$ cat src/rtl/fifo_pkg.sv
// Shared definitions for the parametrised synchronous FIFO: default
// geometry, pointer sizing and the sticky error-flag bundle.
package fifo_pkg;

   localparam int DEF_WIDTH = 32;
   localparam int DEF_DEPTH = 8;

   // Sticky error flags raised by rejected requests.
   typedef struct packed {
      logic overflow;
      logic underflow;
   } err_flags_t;

   // Pointer width: address bits plus one wrap bit.
   function automatic int ptr_width(input int depth);
      return $clog2(depth) + 1;
   endfunction

endpackage

$ cat src/rtl/fifo_mem.sv
// DEPTH x WIDTH storage with one synchronous write port and one
// registered read port. A read and a write to the same address in the
// same cycle return the old contents (read-first).
module fifo_mem
   import fifo_pkg::*;
#(
   parameter int WIDTH = DEF_WIDTH,
   parameter int DEPTH = DEF_DEPTH,
   parameter int AW    = $clog2(DEPTH)
) (
   input  logic             clk,
   input  logic             we,
   input  logic [AW-1:0]    waddr,
   input  logic [WIDTH-1:0] wdata,
   input  logic             re,
   input  logic [AW-1:0]    raddr,
   output logic [WIDTH-1:0] rdata
);

   logic [WIDTH-1:0] r_mem [DEPTH];
   logic [WIDTH-1:0] r_rdata;

   // Write port and registered read port share one process for block-RAM inference.
   always_ff @(posedge clk) begin
      if (we) begin
         r_mem[waddr] <= wdata;
      end
      if (re) begin
         r_rdata <= r_mem[raddr];
      end
   end

   assign rdata = r_rdata;

endmodule

$ cat src/rtl/param_sync_fifo.sv
// Parametrised single-clock FIFO. Control, pointers, occupancy count,
// status flags and sticky errors live here; storage is in fifo_mem.
// Flags are decoded from the registered count so they line up with it.
module param_sync_fifo
   import fifo_pkg::*;
#(
   parameter int WIDTH     = DEF_WIDTH,
   parameter int DEPTH     = DEF_DEPTH,
   parameter int AF_THRESH = DEPTH - 1,
   parameter int AE_THRESH = 1,
   localparam int CW       = $clog2(DEPTH + 1)
) (
   input  logic             clk,
   input  logic             rstn,
   input  logic             wrt_en,
   input  logic [WIDTH-1:0] data_in,
   input  logic             rd_en,
   input  logic             flush,
   input  logic             clr_err,
   output logic [WIDTH-1:0] data_out,
   output logic             out_valid,
   output logic             full,
   output logic             empty,
   output logic             almost_full,
   output logic             almost_empty,
   output logic [CW-1:0]    count,
   output logic             overflow,
   output logic             underflow
);

   localparam int PW = ptr_width(DEPTH);
   localparam int AW = PW - 1;

   localparam logic [CW-1:0] C_DEPTH = CW'(DEPTH);
   localparam logic [CW-1:0] C_AF    = CW'(AF_THRESH);
   localparam logic [CW-1:0] C_AE    = CW'(AE_THRESH);

   logic [PW-1:0]    r_wr_ptr;
   logic [PW-1:0]    r_rd_ptr;
   logic [CW-1:0]    r_count;
   logic             r_out_valid;
   logic             r_dout_live;
   err_flags_t       r_err;

   logic             w_full;
   logic             w_empty;
   logic             w_rd_ok;
   logic             w_wr_ok;
   logic             w_rd_acc;
   logic             w_wr_acc;
   logic             w_ovf_evt;
   logic             w_udf_evt;
   logic [WIDTH-1:0] w_rdata;
   logic             w_unused_wrap;

   // Status decode from the registered occupancy.
   assign w_full  = (r_count == C_DEPTH);
   assign w_empty = (r_count == '0);

   // A write into a full FIFO is still taken when a read frees a slot
   // in the same cycle. There is no write-to-read bypass on empty.
   assign w_rd_ok = rd_en & ~w_empty;
   assign w_wr_ok = wrt_en & (~w_full | w_rd_ok);

   // Requests that actually touch state: flush and reset suppress them.
   assign w_rd_acc = w_rd_ok & ~flush & rstn;
   assign w_wr_acc = w_wr_ok & ~flush & rstn;

   // Rejected requests raise errors, but not while flushing.
   assign w_ovf_evt = wrt_en & ~w_wr_ok & ~flush;
   assign w_udf_evt = rd_en  & ~w_rd_ok & ~flush;

   // Wrap bits are kept for debug visibility; flags come from count.
   assign w_unused_wrap = r_wr_ptr[PW-1] ^ r_rd_ptr[PW-1];

   // Pointer and occupancy tracking; flush restarts from an empty state.
   always_ff @(posedge clk) begin
      if (!rstn) begin
         r_wr_ptr <= '0;
         r_rd_ptr <= '0;
         r_count  <= '0;
      end else if (flush) begin
         r_wr_ptr <= '0;
         r_rd_ptr <= '0;
         r_count  <= '0;
      end else begin
         if (w_wr_ok) begin
            r_wr_ptr <= r_wr_ptr + PW'(1);
         end
         if (w_rd_ok) begin
            r_rd_ptr <= r_rd_ptr + PW'(1);
         end
         r_count <= r_count + CW'(w_wr_ok) - CW'(w_rd_ok);
      end
   end

   // One-cycle valid strobe per accepted read; r_dout_live masks the
   // undefined RAM output register until the first read after reset.
   always_ff @(posedge clk) begin
      if (!rstn) begin
         r_out_valid <= 1'b0;
         r_dout_live <= 1'b0;
      end else if (flush) begin
         r_out_valid <= 1'b0;
      end else begin
         r_out_valid <= w_rd_ok;
         if (w_rd_ok) begin
            r_dout_live <= 1'b1;
         end
      end
   end

   // Sticky error flags: a new error in the clear cycle wins.
   always_ff @(posedge clk) begin
      if (!rstn) begin
         r_err <= '0;
      end else begin
         r_err.overflow  <= w_ovf_evt | (r_err.overflow  & ~clr_err);
         r_err.underflow <= w_udf_evt | (r_err.underflow & ~clr_err);
      end
   end

   fifo_mem #(
      .WIDTH (WIDTH),
      .DEPTH (DEPTH),
      .AW    (AW)
   ) u_mem (
      .clk   (clk),
      .we    (w_wr_acc),
      .waddr (r_wr_ptr[AW-1:0]),
      .wdata (data_in),
      .re    (w_rd_acc),
      .raddr (r_rd_ptr[AW-1:0]),
      .rdata (w_rdata)
   );

   assign data_out     = r_dout_live ? w_rdata : '0;
   assign out_valid    = r_out_valid;
   assign full         = w_full;
   assign empty        = w_empty;
   assign almost_full  = (r_count >= C_AF);
   assign almost_empty = (r_count <= C_AE);
   assign count        = r_count;
   assign overflow     = r_err.overflow;
   assign underflow    = r_err.underflow;

endmodule

$ cat config.mk
export PLATFORM = sky130hd
export DESIGN_NAME = param_sync_fifo
export DESIGN_NICKNAME = d
export VERILOG_FILES = /design/src/rtl/fifo_pkg.sv /design/src/rtl/fifo_mem.sv /design/src/rtl/param_sync_fifo.sv
export SDC_FILE = /design/constraint.sdc
export NUM_CORES = 1
export LEC_CHECK = 0
export ABC_AREA = 1
export CORE_UTILIZATION = 66
export CTS_BUF_LIST = sky130_fd_sc_hd__clkbuf_8
export DETAILED_ROUTE_END_ITERATION = 10
export PLACE_DENSITY_LB_ADDON = 0.08
export SETUP_SLACK_MARGIN = 0.3
export SLEW_MARGIN = 20
export SYNTH_ARGS = -nofsm -noshare
export SYNTH_HDL_FRONTEND = slang
export SYNTH_SLANG_ARGS = --single-unit
$ cat constraint.sdc
create_clock -name clk -period 4.6 [get_ports clk]
set_input_delay 0.92 -clock clk [delete_from_list [all_inputs] [get_ports clk]]
set_output_delay 0.92 -clock clk [all_outputs]
set_load 0.005 [all_outputs]
# ---- Word-level counts from Yosys, hierarchy flattened
# Memories as Yosys holds them, arrays and structs flattened. A register that Yosys moved wholly into a read port is not among the register bits.
# Index checks and enable logic that the tools add are counted.
dict set report word_totals {
  memories 1
  ff_bits 16
  ram_bits 256
}
dict set report op_classes {
  n_mux 3
  addsub 4
  reduce_logical 3
  n_eq_ne 1
  n_lt_le_gt_ge 2
  bitwise_logic 22
}
# name depth word_bits rd rd_clocked_by_memory_dff write_ports line
set memory_table {}
lappend memory_table {u_mem.r_mem 8 32 1 1 1 fifo_mem.sv:20} ;# logic [WIDTH-1:0] r_mem [DEPTH];
# op n
set ops {}
lappend ops {{$mux 32} 1}
lappend ops {{$and 1x1->1} 12}
lappend ops {{$add 4x1->4 const B} 2}
lappend ops {{$not 1->1} 7}
lappend ops {{$add 4x1->4} 1}
lappend ops {{$eq 4x4->1 const B} 1}
lappend ops {{$ge 4x3->1 const B} 1}
lappend ops {{$le 4x1->1 const B} 1}
lappend ops {{$logic_not 4->1} 1}
lappend ops {{$sub 4x1->4} 1}
lappend ops {{$or 1x1->1} 3}
lappend ops {{$mux 1} 2}
lappend ops {{$reduce_and 2->1} 1}
lappend ops {{$reduce_or 2->1} 1}

# ---- Longest topological paths before layout
dict set report depth {
  word_depth 9
  depth_mapped 14
}

# ---- Modules after synthesis
# A second synthesis with hierarchy kept.
dict set report unflattened {
  hier_cells 1324
  area_unflattened_um2 13245.2
}
# module cells_each area_per_inst_um2 n_inst
set by_module_without_submodules {}
lappend by_module_without_submodules {fifo_mem 1156 12192.9 1}
lappend by_module_without_submodules {param_sync_fifo 168 1052.3 1}

# ---- Least setup slack after synthesis
# No wires, ideal clock.
dict set report synth_path {
  kind {input to register}
  from {input rstn}
  to {memory u_mem.r_mem[3][0] (netlist name), enable pin}
  t_arrival_ns 2.783
  t_required_ns 4.179
  slack_ns 1.396
  setup_ns 0.421
  stages 5
  path_buffers 1
  path_cell_list {inv_1 > nor2_1 > buf_2 > nand3_1 > nor2_1}
}
dict set report synth_via {
  elab_chain_cells 3
}
# item line
set synth_rtl {}
lappend synth_rtl {{from (decl)} param_sync_fifo.sv:14} ;# input logic rstn,
lappend synth_rtl {{$and 1x1->1} param_sync_fifo.sv:67} ;# assign w_wr_acc = w_wr_ok & ~flush & rstn;
lappend synth_rtl {{$mux 1} fifo_mem.sv:25} ;# if (we) begin
lappend synth_rtl {{$mux 1 (implied by the code)} fifo_mem.sv:26} ;# r_mem[waddr] <= wdata;
lappend synth_rtl {{to (decl)} fifo_mem.sv:20}
# Every way passes these cells.

# ---- Worst setup path in the final report
dict set report layout_path {
  from {register r_dout_live}
  to {output data_out[20]}
}
dict set report layout_via {
  elab_chain_cells 1
}
# item line
set layout_rtl {}
lappend layout_rtl {{from (decl)} param_sync_fifo.sv:42} ;# logic r_dout_live;
lappend layout_rtl {{from (signal assigned)} param_sync_fifo.sv:102} ;# r_dout_live <= 1'b0;
lappend layout_rtl {{from (signal assigned)} param_sync_fifo.sv:108} ;# r_dout_live <= 1'b1;
lappend layout_rtl {{$mux 32} param_sync_fifo.sv:137} ;# assign data_out = r_dout_live ? w_rdata : '0;
lappend layout_rtl {{to (decl)} param_sync_fifo.sv:20} ;# output logic [WIDTH-1:0] data_out,
# Every way passes these cells.

==> qor.yml <==
floorplanning:
  dieArea_um2: 18800
  floorplan.die.width_um: 137
  initial_core_util_pct: 67.3
  io-pin-count: 81
  fp.dieH_um: 137
  design.core.area_um2: 17900
  fp-row-count: 49
sta:
  finalClockSkew_ps: 18.3
  final-setup-viol-count: 0
  final-max-slew-violation-count: 0
  timing.final.crit_share_pct: 68.3
  finalWorstPathRequiredPeriod_ps: 3140
  achievable-frequency_mhz: 318
  worst-slew-pin-transition_ps: 901
  rsz_0062_raised_after_global_routing: "false"
  timing.final.hold_violations: 0
  slew_headroom_pct: 39.9
  totalNegativeSetupSlack_ps: 0
critical_path:
  kind_of_start_point_of_the_critical_path: "flop"
  timing.critical_path.cells: "buf_4 -> nand2_1 -> inv_1 -> clkdlybuf4s50_1"
  setup_crit_end_kind: "output port"
  worstPathArrival_ps: 2220
  timing.rr.start: "count[2]"
  slowest_delay_ps: 600
  timing.critical_path.max_delay_family: "buffers and inverters"
  critPathMaxFanout: 23
  critical_path.startpoint: "r_dout_live"
  timing.critical_path.buf_inv: 3
  crit_type: "flop to output port"
  timing.critical_path.slowest_stage_cell: "dfxtp_1"
  worst-endpoint-required_ps: 3680
grt:
  grt_start_max_net_pins: 90
  grt_antenna_before_repair: 0
  grt_pass1_wl_mm: 35.5
  first_global_vias: 7063
  grt_overflow_total: 0
  groute.usage.overall_pct: 25.2
clocking:
  post_cts_hold_buffer_count: 0
  max-clock-path-buffers: 3
  tritoncts.num_buffers: 46
  level_count_of_the_clock_h_tree: 2
  post_cts.resized_instances: 0
  worstSkewPairLatency_ps: 530
  path_clk_slew_ps: 50
  cts_root_buffer: "clkbuf_8"
  number_of_clock_sinks: 302
  tritoncts: "done"
  post-cts-setup-buffers: 0
cells_and_area:
  mostFrequentLayoutCells: "288 x edfxtp_1, 207 x nor2_1, 146 x nand2_1"
  drive_gt1_share_pct: 7.50
  layout_commonest_cell: "edfxtp_1"
  synthToLayoutAreaGrowth_pct: 14.7
  stdcell_area_um2: 13800
  antennaDiodeCount: 0
  final_nets: 1138
  fillerInstances: 1147
power_and_ir_drop:
  power_frac_comb_pct: 6.6
  power.share.sequential_pct: 58.1
  power.share.clock_pct: 35.3
  cellLeakagePower_nw: 5.04
  power_spent_charging_and_discharging_nets_mw: 1.17
  switching_share_pct: 22.1
  power-per-cell-area_nw_per_um2: 384
  p_int_mw: 4.13
  max-vdd-ir-drop_uv: 294
logic_synthesis:
  synth_compound_gate_area_share_pct: 8.60
  syn_nets: 1048
  synthCells: 1000
  synth.area.mux_share_pct: 0
  post_synthesis_register_bit_count: 302
  synth_area_in_adders_pct: 1.10
  post_synth_and_or_nand_nor_area_fraction_pct: 11.9
  synthXorXnorAreaFrac_pct: 0.145
  main_combinational_cell_family_by_area_after_synthesis: "simple AND/OR/NAND/NOR gates"
  synthDistinctLibCells: 27
  yosys_warnings: 0
  synthesized_area_per_cell_um2: 12.0
  synth_sequential_area_ratio_pct: 74.2
  yosys_most_used_dff: "edfxtp_1"
  syn_area_um2: 12000
  synth-async-reset-ratio_pct: 0
  number_of_synthesized_flops_with_an_enable_pin: 288
placed_design:
  placed_cell_area_um2: 13000
  dp_hpwl_mm: 12.4
  port_buffers: 80
  globalplace.congestion: 0.754
drt:
  antenna_violating_nets_post_route: 0
  finalWirelength_mm: 22.6
  drtPass1Iterations: 6
  dr_total_vias: 7442
  drt_iter0_drc: 501
  vias_per_cell: 5.52
  detail_route.drc_violations: 0
  wl_per_cell_um: 16.8
min_path:
  hold_path_startpoint: "underflow"
  holdCritPathClass: "flop to flop"
run_status:
  run_status: "finished, final reports clean"
run:
  timing.max_cap.violations: 0
[tightest hold or removal path: cells and delay by family (launching register included)]
family,cells,cell delay (ps)
flip-flops,1,300
AND/OR/NAND/NOR,1,70
AO/OA/AOI/OAI,1,60
[synthesized netlist by cell type (2+ instances only)]
cell type | n | area, um^2
nand3_1 | 9 | 45.0
ha_1 | 9 | 113
dfxtp_1 | 14 | 280
o21ai_0 | 138 | 691
buf_4 | 4 | 30.0
a21oi_1 | 7 | 35.0
nand2_1 | 146 | 548
o21ai_1 | 59 | 295
clkbuf_2 | 7 | 35.0
inv_1 | 48 | 180
buf_6 | 2 | 22.5
edfxtp_1 | 288 | 8650
nor2_1 | 216 | 811
clkbuf_1 | 17 | 63.8
buf_2 | 23 | 115
xor2_1 | 2 | 17.5
[flip-flops by register name, summed over array words and instances, names as in the netlist]
register,flops
u_mem.r_mem,256
u_mem.rdata,32
count,4
r_rd_ptr,3
r_wr_ptr,3
out_valid,1
overflow,1
r_dout_live,1
underflow,1
[per-stage QoR]
step | setup slack (ps) | hold WS [ps] | power (mW) | util (%) | std cells
2_1_floorplan | 1400 | 478 | 3.33 | - | 1000
3_3_place_gp | 1210 | 484 | 3.48 | 72.8 | 1271
3_5_place_dp | 1110 | 481 | 3.49 | 72.8 | 1271
4_1_cts | 1430 | 492 | 5.34 | 77.1 | 1349
5_1_grt | 1350 | 536 | 5.49 | 77.1 | 1349
6_report | 1460 | 482 | 5.30 | 77.1 | 1349
[cells by family after synthesis]
family                     Yosys count
and+or+nand+nor                    375
DFF                                302
AOI/OAI and AO/OA                  206
buffers and inverters              105
adders and majority gates           10
xor gates and xnor gates             2
[power by group through the flow]
stage | Combinational [mW] | Clock (mW) | Sequential, mW
CTS | 0.353 | 1.91 | 3.08
floorplan | 0.214 | 0 | 3.12
finish | 0.349 | 1.87 | 3.08
global placement | 0.340 | 0 | 3.14
detailed placement | 0.351 | 0 | 3.14
global route | 0.398 | 2.01 | 3.08
[layout make-up]
class | count | area (um^2) | share of cell area [%]
flip-flops and latches | 302 | 8940 | 64.7
well taps | 229 | 287 | 2.08
clock buffers | 47 | 647 | 4.69
multi-input cells | 593 | 2690 | 19.5
clock inverters | 31 | 124 | 0.897
repair buffers | 98 | 936 | 6.78
inverters | 49 | 185 | 1.34
[worst paths after layout]
| check | to | slack [ps] | depth (start not counted) |
|---|---|---|---|
| max reg2reg | u_mem.r_mem[5][20] | 1720 | 8 |
| min | underflow | 480 | 2 |
| min reg2reg | underflow | 480 | 2 |
| max | data_out[20] | 1460 | 4 |
[layer usage]
metal | wire (um) | vias up | global-route usage (%)
li1 | - | 3623 | -
met1 | 9550 | 3542 | 34.2
met2 | 11300 | 256 | 41.5
met3 | 1440 | 21 | 4.56
met4 | 303 | 0 | 8.12
met5 | 0 | - | 0
Note: power is estimated with default switching activity, not from simulation.
